`src/rtl/dmr_fault_monitor_if.sv`:
```
// Signal bundle between the DMR fault monitor and its driver/consumer.
// Clock and reset stay as plain ports on the monitor itself.
interface dmr_fault_monitor_if #(
    parameter int WIDTH     = 4,
    parameter int CNT_WIDTH = 8
);
    logic                 enable;
    logic                 mismatch_in;
    logic [WIDTH-1:0]     value_a;
    logic [WIDTH-1:0]     value_b;
    logic                 ack;
    logic                 fault_flag;
    logic                 suspect;
    logic [WIDTH-1:0]     snap_a;
    logic [WIDTH-1:0]     snap_b;
    logic [CNT_WIDTH-1:0] fault_count;
    logic [CNT_WIDTH-1:0] glitch_count;

    modport master (
        output enable, mismatch_in, value_a, value_b, ack,
        input  fault_flag, suspect, snap_a, snap_b, fault_count, glitch_count
    );

    modport slave (
        input  enable, mismatch_in, value_a, value_b, ack,
        output fault_flag, suspect, snap_a, snap_b, fault_count, glitch_count
    );
endinterface

```
`src/rtl/dmr_fault_monitor.sv`:
```
// Glitch-filtering fault monitor behind the DMR mismatch tree: confirms persistent
// mismatches, snapshots the first diverging pair and keeps saturating statistics.
//
// state   | meaning
// IDLE    | monitoring disabled, mismatch ignored
// MONITOR | enabled, waiting for a mismatch sample
// SUSPECT | mismatch seen, counting consecutive samples
// FAULT   | fault confirmed, held until ack with mismatch clear
module dmr_fault_monitor #(
    parameter int WIDTH          = 4,
    parameter int CONFIRM_CYCLES = 3,
    parameter int CNT_WIDTH      = 8
) (
    input  logic                clk,
    input  logic                reset,
    dmr_fault_monitor_if.slave  bus
);

    typedef enum logic [1:0] {
        IDLE    = 2'd0,
        MONITOR = 2'd1,
        SUSPECT = 2'd2,
        FAULT   = 2'd3
    } state_t;

    localparam logic [3:0] CONFIRM_W = 4'(CONFIRM_CYCLES);

    state_t               r_state;
    state_t               w_state_nxt;
    logic [3:0]           r_persist_cnt;
    logic [3:0]           w_persist_nxt;
    logic [3:0]           w_persist_inc;
    logic [WIDTH-1:0]     r_snap_a;
    logic [WIDTH-1:0]     r_snap_b;
    logic [WIDTH-1:0]     w_snap_a_nxt;
    logic [WIDTH-1:0]     w_snap_b_nxt;
    logic [CNT_WIDTH-1:0] r_fault_cnt;
    logic [CNT_WIDTH-1:0] r_glitch_cnt;
    logic [CNT_WIDTH-1:0] w_fault_cnt_nxt;
    logic [CNT_WIDTH-1:0] w_glitch_cnt_nxt;
    logic                 r_fault_flag;
    logic                 r_suspect;

    assign w_persist_inc = r_persist_cnt + 4'd1;

    always_comb begin
        w_state_nxt      = r_state;
        w_persist_nxt    = r_persist_cnt;
        w_snap_a_nxt     = r_snap_a;
        w_snap_b_nxt     = r_snap_b;
        w_fault_cnt_nxt  = r_fault_cnt;
        w_glitch_cnt_nxt = r_glitch_cnt;

        case (r_state)
            IDLE: begin
                w_persist_nxt = 4'd0;
                if (bus.enable) begin
                    w_state_nxt = MONITOR;
                end
            end

            MONITOR: begin
                if (!bus.enable) begin
                    w_state_nxt = IDLE;
                end else if (bus.mismatch_in) begin
                    w_snap_a_nxt  = bus.value_a;
                    w_snap_b_nxt  = bus.value_b;
                    w_persist_nxt = 4'd1;
                    // A single-sample confirm skips SUSPECT entirely
                    if (CONFIRM_W == 4'd1) begin
                        w_state_nxt = FAULT;
                        if (r_fault_cnt != '1) w_fault_cnt_nxt = r_fault_cnt + 1'b1;
                    end else begin
                        w_state_nxt = SUSPECT;
                    end
                end
            end

            SUSPECT: begin
                if (!bus.enable) begin
                    w_state_nxt   = IDLE;
                    w_persist_nxt = 4'd0;
                end else if (!bus.mismatch_in) begin
                    w_state_nxt   = MONITOR;
                    w_persist_nxt = 4'd0;
                    if (r_glitch_cnt != '1) w_glitch_cnt_nxt = r_glitch_cnt + 1'b1;
                end else begin
                    w_persist_nxt = w_persist_inc;
                    if (w_persist_inc == CONFIRM_W) begin
                        w_state_nxt = FAULT;
                        if (r_fault_cnt != '1) w_fault_cnt_nxt = r_fault_cnt + 1'b1;
                    end
                end
            end

            FAULT: begin
                // A still-active mismatch blocks the acknowledge
                if (bus.ack && !bus.mismatch_in) begin
                    w_state_nxt   = bus.enable ? MONITOR : IDLE;
                    w_persist_nxt = 4'd0;
                end
            end

            default: begin
                w_state_nxt   = IDLE;
                w_persist_nxt = 4'd0;
            end
        endcase
    end

    always_ff @(posedge clk) begin
        if (!reset) begin
            r_state       <= IDLE;
            r_persist_cnt <= 4'd0;
            r_snap_a      <= '0;
            r_snap_b      <= '0;
            r_fault_cnt   <= '0;
            r_glitch_cnt  <= '0;
            r_fault_flag  <= 1'b0;
            r_suspect     <= 1'b0;
        end else begin
            r_state       <= w_state_nxt;
            r_persist_cnt <= w_persist_nxt;
            r_snap_a      <= w_snap_a_nxt;
            r_snap_b      <= w_snap_b_nxt;
            r_fault_cnt   <= w_fault_cnt_nxt;
            r_glitch_cnt  <= w_glitch_cnt_nxt;
            r_fault_flag  <= (w_state_nxt == FAULT);
            r_suspect     <= (w_state_nxt == SUSPECT);
        end
    end

    assign bus.fault_flag   = r_fault_flag;
    assign bus.suspect      = r_suspect;
    assign bus.snap_a       = r_snap_a;
    assign bus.snap_b       = r_snap_b;
    assign bus.fault_count  = r_fault_cnt;
    assign bus.glitch_count = r_glitch_cnt;

endmodule

```
`src/flat_wrapper.sv`:
```
// flat-port wrapper written by rule: the top's interface ports become plain ports
module dmr_fault_monitor_flat 
#(
    parameter int WIDTH          = 4,
    parameter int CONFIRM_CYCLES = 3,
    parameter int CNT_WIDTH      = 8
)
  (clk, reset, bus_enable, bus_mismatch_in, bus_value_a, bus_value_b, bus_ack, bus_fault_flag, bus_suspect, bus_snap_a, bus_snap_b, bus_fault_count, bus_glitch_count);
  dmr_fault_monitor_if #(.WIDTH(WIDTH), .CNT_WIDTH(CNT_WIDTH)) bus_i ();
  input  logic clk;
  input  logic reset;
  input wire logic [$bits(bus_i.enable)-1:0] bus_enable;
  input wire logic [$bits(bus_i.mismatch_in)-1:0] bus_mismatch_in;
  input wire logic [$bits(bus_i.value_a)-1:0] bus_value_a;
  input wire logic [$bits(bus_i.value_b)-1:0] bus_value_b;
  input wire logic [$bits(bus_i.ack)-1:0] bus_ack;
  output wire logic [$bits(bus_i.fault_flag)-1:0] bus_fault_flag;
  output wire logic [$bits(bus_i.suspect)-1:0] bus_suspect;
  output wire logic [$bits(bus_i.snap_a)-1:0] bus_snap_a;
  output wire logic [$bits(bus_i.snap_b)-1:0] bus_snap_b;
  output wire logic [$bits(bus_i.fault_count)-1:0] bus_fault_count;
  output wire logic [$bits(bus_i.glitch_count)-1:0] bus_glitch_count;
  assign bus_i.enable = bus_enable;
  assign bus_i.mismatch_in = bus_mismatch_in;
  assign bus_i.value_a = bus_value_a;
  assign bus_i.value_b = bus_value_b;
  assign bus_i.ack = bus_ack;
  assign bus_fault_flag = bus_i.fault_flag;
  assign bus_suspect = bus_i.suspect;
  assign bus_snap_a = bus_i.snap_a;
  assign bus_snap_b = bus_i.snap_b;
  assign bus_fault_count = bus_i.fault_count;
  assign bus_glitch_count = bus_i.glitch_count;
  dmr_fault_monitor #(.WIDTH(WIDTH), .CONFIRM_CYCLES(CONFIRM_CYCLES), .CNT_WIDTH(CNT_WIDTH)) u_core (.clk(clk), .reset(reset), .bus(bus_i));
endmodule
```
`config.mk`:
```
export PLATFORM = sky130hd
export DESIGN_NAME = dmr_fault_monitor_flat
export DESIGN_NICKNAME = d
export VERILOG_FILES = /design/src/rtl/dmr_fault_monitor_if.sv /design/src/rtl/dmr_fault_monitor.sv /design/src/flat_wrapper.sv
export SDC_FILE = /design/constraint.sdc
export NUM_CORES = 1
export LEC_CHECK = 0
export CAP_MARGIN = 20
export CORE_AREA = 10 10 67 69
export CTS_CLUSTER_SIZE = 10
export DETAILED_ROUTE_END_ITERATION = 8
export DIE_AREA = 0 0 77 79
export GPL_ROUTABILITY_DRIVEN = 0
export PLACE_DENSITY_LB_ADDON = 0.12
export RECOVER_POWER = 25
export SYNTH_ARGS = -nofsm -noshare
export SYNTH_HDL_FRONTEND = slang
export SYNTH_SLANG_ARGS = --single-unit
```
`constraint.sdc`:
```
create_clock -name clk -period 4.17 [get_ports clk]
set_clock_uncertainty 0.2 [all_clocks]
set_input_delay 0.6255 -clock clk [delete_from_list [all_inputs] [get_ports clk]]
set_output_delay 0.6255 -clock clk [all_outputs]
set_load 0.03 [all_outputs]
```
==> flow_summary.ini <==
[cts]
clk_path_buf_depth = 2
cts_sinks = 32
cts_resized = 0
postCtsSetupBuffers = 0
path_clk_slew_ns = 0.10
htreeDepth = 2
cts_root_buffer = clkbuf_4
cts_tree = done
ctsHoldBuffers = 0
cts_buffers = 5
clock_latency_ns = 0.32

[power]
power.total_uw = 537
peakVddDrop_mv = 0.201
powerDensity_mw_per_mm2 = 262
p_leak_uw = 0.000841

[synth]
synth_commonest_cells = 32 x dfxtp_1, 25 x nor2_1, 13 x a21oi_1, 13 x mux2i_1, 13 x nand2_1
ys.flop_type = dfxtp_1
synth_nets = 203
synth_seq_area_share_pct = 39.9
synthCells = 182
ys.warnings.count = 0
synth_seq_cells = 32
async_flop_share_pct = 0
synth_area_mm2 = 0.00161
synthDistinctLibCells = 40
syn_area_per_cell_um2 = 8.82
synth_top_area_share_pct = 39.9
yosys-top-cells-area = dfxtp_1 40%, mux2i_1 8.1%, ha_1 6.2%
post-synth-top-count-cell = dfxtp_1
synth_area_leader_cell = dfxtp_1
synth-edff-count = 0

[finish]
antenna_cells = 0
design_area_mm2 = 0.00205
drive_gt1_share_pct = 6.79
area_growth_pct = 27.8
utilization_pct = 63.5
fin_nets = 242
fill_cells = 297

[worst_setup_path]
reg2reg_depth = 6
crit_arrival_ns = 2.63
cp.required_ns = 4.21
r2r-start = u_core.r_persist_cnt[0]
cp-end-kind = flop
path_class = in2reg
worstSetupStartpointType = primary input
worstSetupStartpoint = bus_enable
rrSetupSlack_ns = 1.86
critPathMaxFanout = 13

[timing]
worst_slew_margin_rel_pct = 51.4
worst_pin_slew_ns = 0.725
rsz0062_at_grt = no
fin_crit_ns = 2.59
layout_setup_ws_ns = 1.58
finalMaxSlewViolations = 0
tns_ns = 0
post-route-period-util_pct = 62.2
timing.fmax_ghz = 0.386
report.final.hold_viol_count = 0
setup_viol = 0

[global_route]
grt_pass1_wl_um = 6440
grt_pass1_vias = 1481
antenna_found_initial = 0
grt_overflow = 0
grtUsageTotal_pct = 12.5
grt_max_degree = 27

[flow_run]
cap_violations = 0

[placed_design]
placed_area_mm2 = 0.00200
post-place-ws_ns = 1.26
port_buffers = 38
dp_hpwl_um = 2810

[outcome]
status = complete, no violations

[detailed_routing]
drtPass1Iterations = 5
via_per_inst = 5.34
ant_nets = 0
route.detailed.drc = 0
vias = 1427
wire_per_inst_um = 13.9
first_iter_violations = 110
wl_um = 3710

[floorplan]
std_cell_rows = 21
die_area_mm2 = 0.00608
coreArea_mm2 = 0.00323
io_pins = 39
die_w_um = 77
fp.dieH_um = 79
initial_utilization_pct = 49.7

[worst_hold_path]
hold_class = reg2reg
holdCritStartpoint = u_core.bus.snap_a[2]
holdPathStages = 2
==> metrics by stage <==
stage	hold WS [ns]	cells
global placement	0.273	260
detailed placement	0.288	260
CTS	0.299	267
global route	0.329	267
floorplan	0.267	182
finish	0.291	267
==> area by class of cell <==
type                            instances  area (um^2)  area share, %
Clock buffer                            5         37.5           1.83
Clock inverter                          2         12.5          0.610
Inverter                                7         26.3           1.28
Multi-Input combinational cell        137          897           43.7
Sequential cell                        32          641           31.2
Tap cell                               46         57.6           2.80
Timing Repair Buffer                   38          380           18.5
==> flip-flops by register name (all words and copies together) (netlist names) <==
name and count:
u_core.bus.snap_a 4, u_core.bus.fault_count 8, u_core.r_persist_cnt 4, u_core.bus.suspect 1, u_core.bus.snap_b 4, u_core.bus.fault_flag 1
u_core.r_state 2, u_core.bus.glitch_count 8
==> power by group <==
group          leakage [uW]  total [uW]  switching, uW  internal (uW)
sequential         0.000258         312           2.67            309
combinational      0.000556        54.9           29.9           25.0
clock             0.0000271         170            109           61.4
total              0.000841         537            141            396
==> cell usage in the layout, fill, tap and decap left out, types with 3 or more instances in the layout <==
master	instances
and4_1	3
dlygate4sd3_1	14
clkbuf_4	5
nand2_1	13
xnor2_1	4
inv_1	6
nor2_1	25
clkdlybuf4s50_1	24
ha_1	8
mux2i_1	13
dfxtp_1	32
a21oi_1	13
nand3_1	9
or3_1	6
xor2_1	3
o21ai_0	9
and3_1	3
nand2b_1	4
==> path summary, 6_finish.rpt <==
path / endpoint
max: u_core.bus.fault_count[7]
min: u_core.bus.snap_a[2]
max reg2reg: u_core.bus.fault_count[7]
min reg2reg: u_core.bus.snap_a[2]
==> logic make-up (layout without fill, tap and decap cells) <==
| family | Yosys count | after routing | share of synthesized area, % |
|---|---|---|---|
| simple gates | 75 | 75 | 24.3 |
| mux | 14 | 14 | 8.81 |
| xor+xnor | 7 | 7 | 3.82 |
| fa+ha+maj | 8 | 8 | 6.24 |
| compound gates | 33 | 33 | 12.7 |
| flops | 32 | 32 | 39.9 |
| buf+inv | 13 | 52 | 4.21 |
==> layer usage <==
metal | routed length, um | vias up | part of all wire, % | track usage [%]
li1 | - | 714 | - | -
met1 | 1560 | 663 | 42 | 13.5
met2 | 1730 | 44 | 47 | 20.7
met3 | 368 | 6 | 9.9 | 6.76
met4 | 43 | 0 | 1.2 | 3.83
met5 | 0 | - | 0 | 0
==> critical path: stages <==
cell and delay [ns]:
clkdlybuf4s50_1 0.64, nand3_1 0.19, or3_1 0.34, o31a_2 0.19, or4_1 0.49, a21oi_1 0.16
No activity file was read; power rests on OpenSTA's default activity.
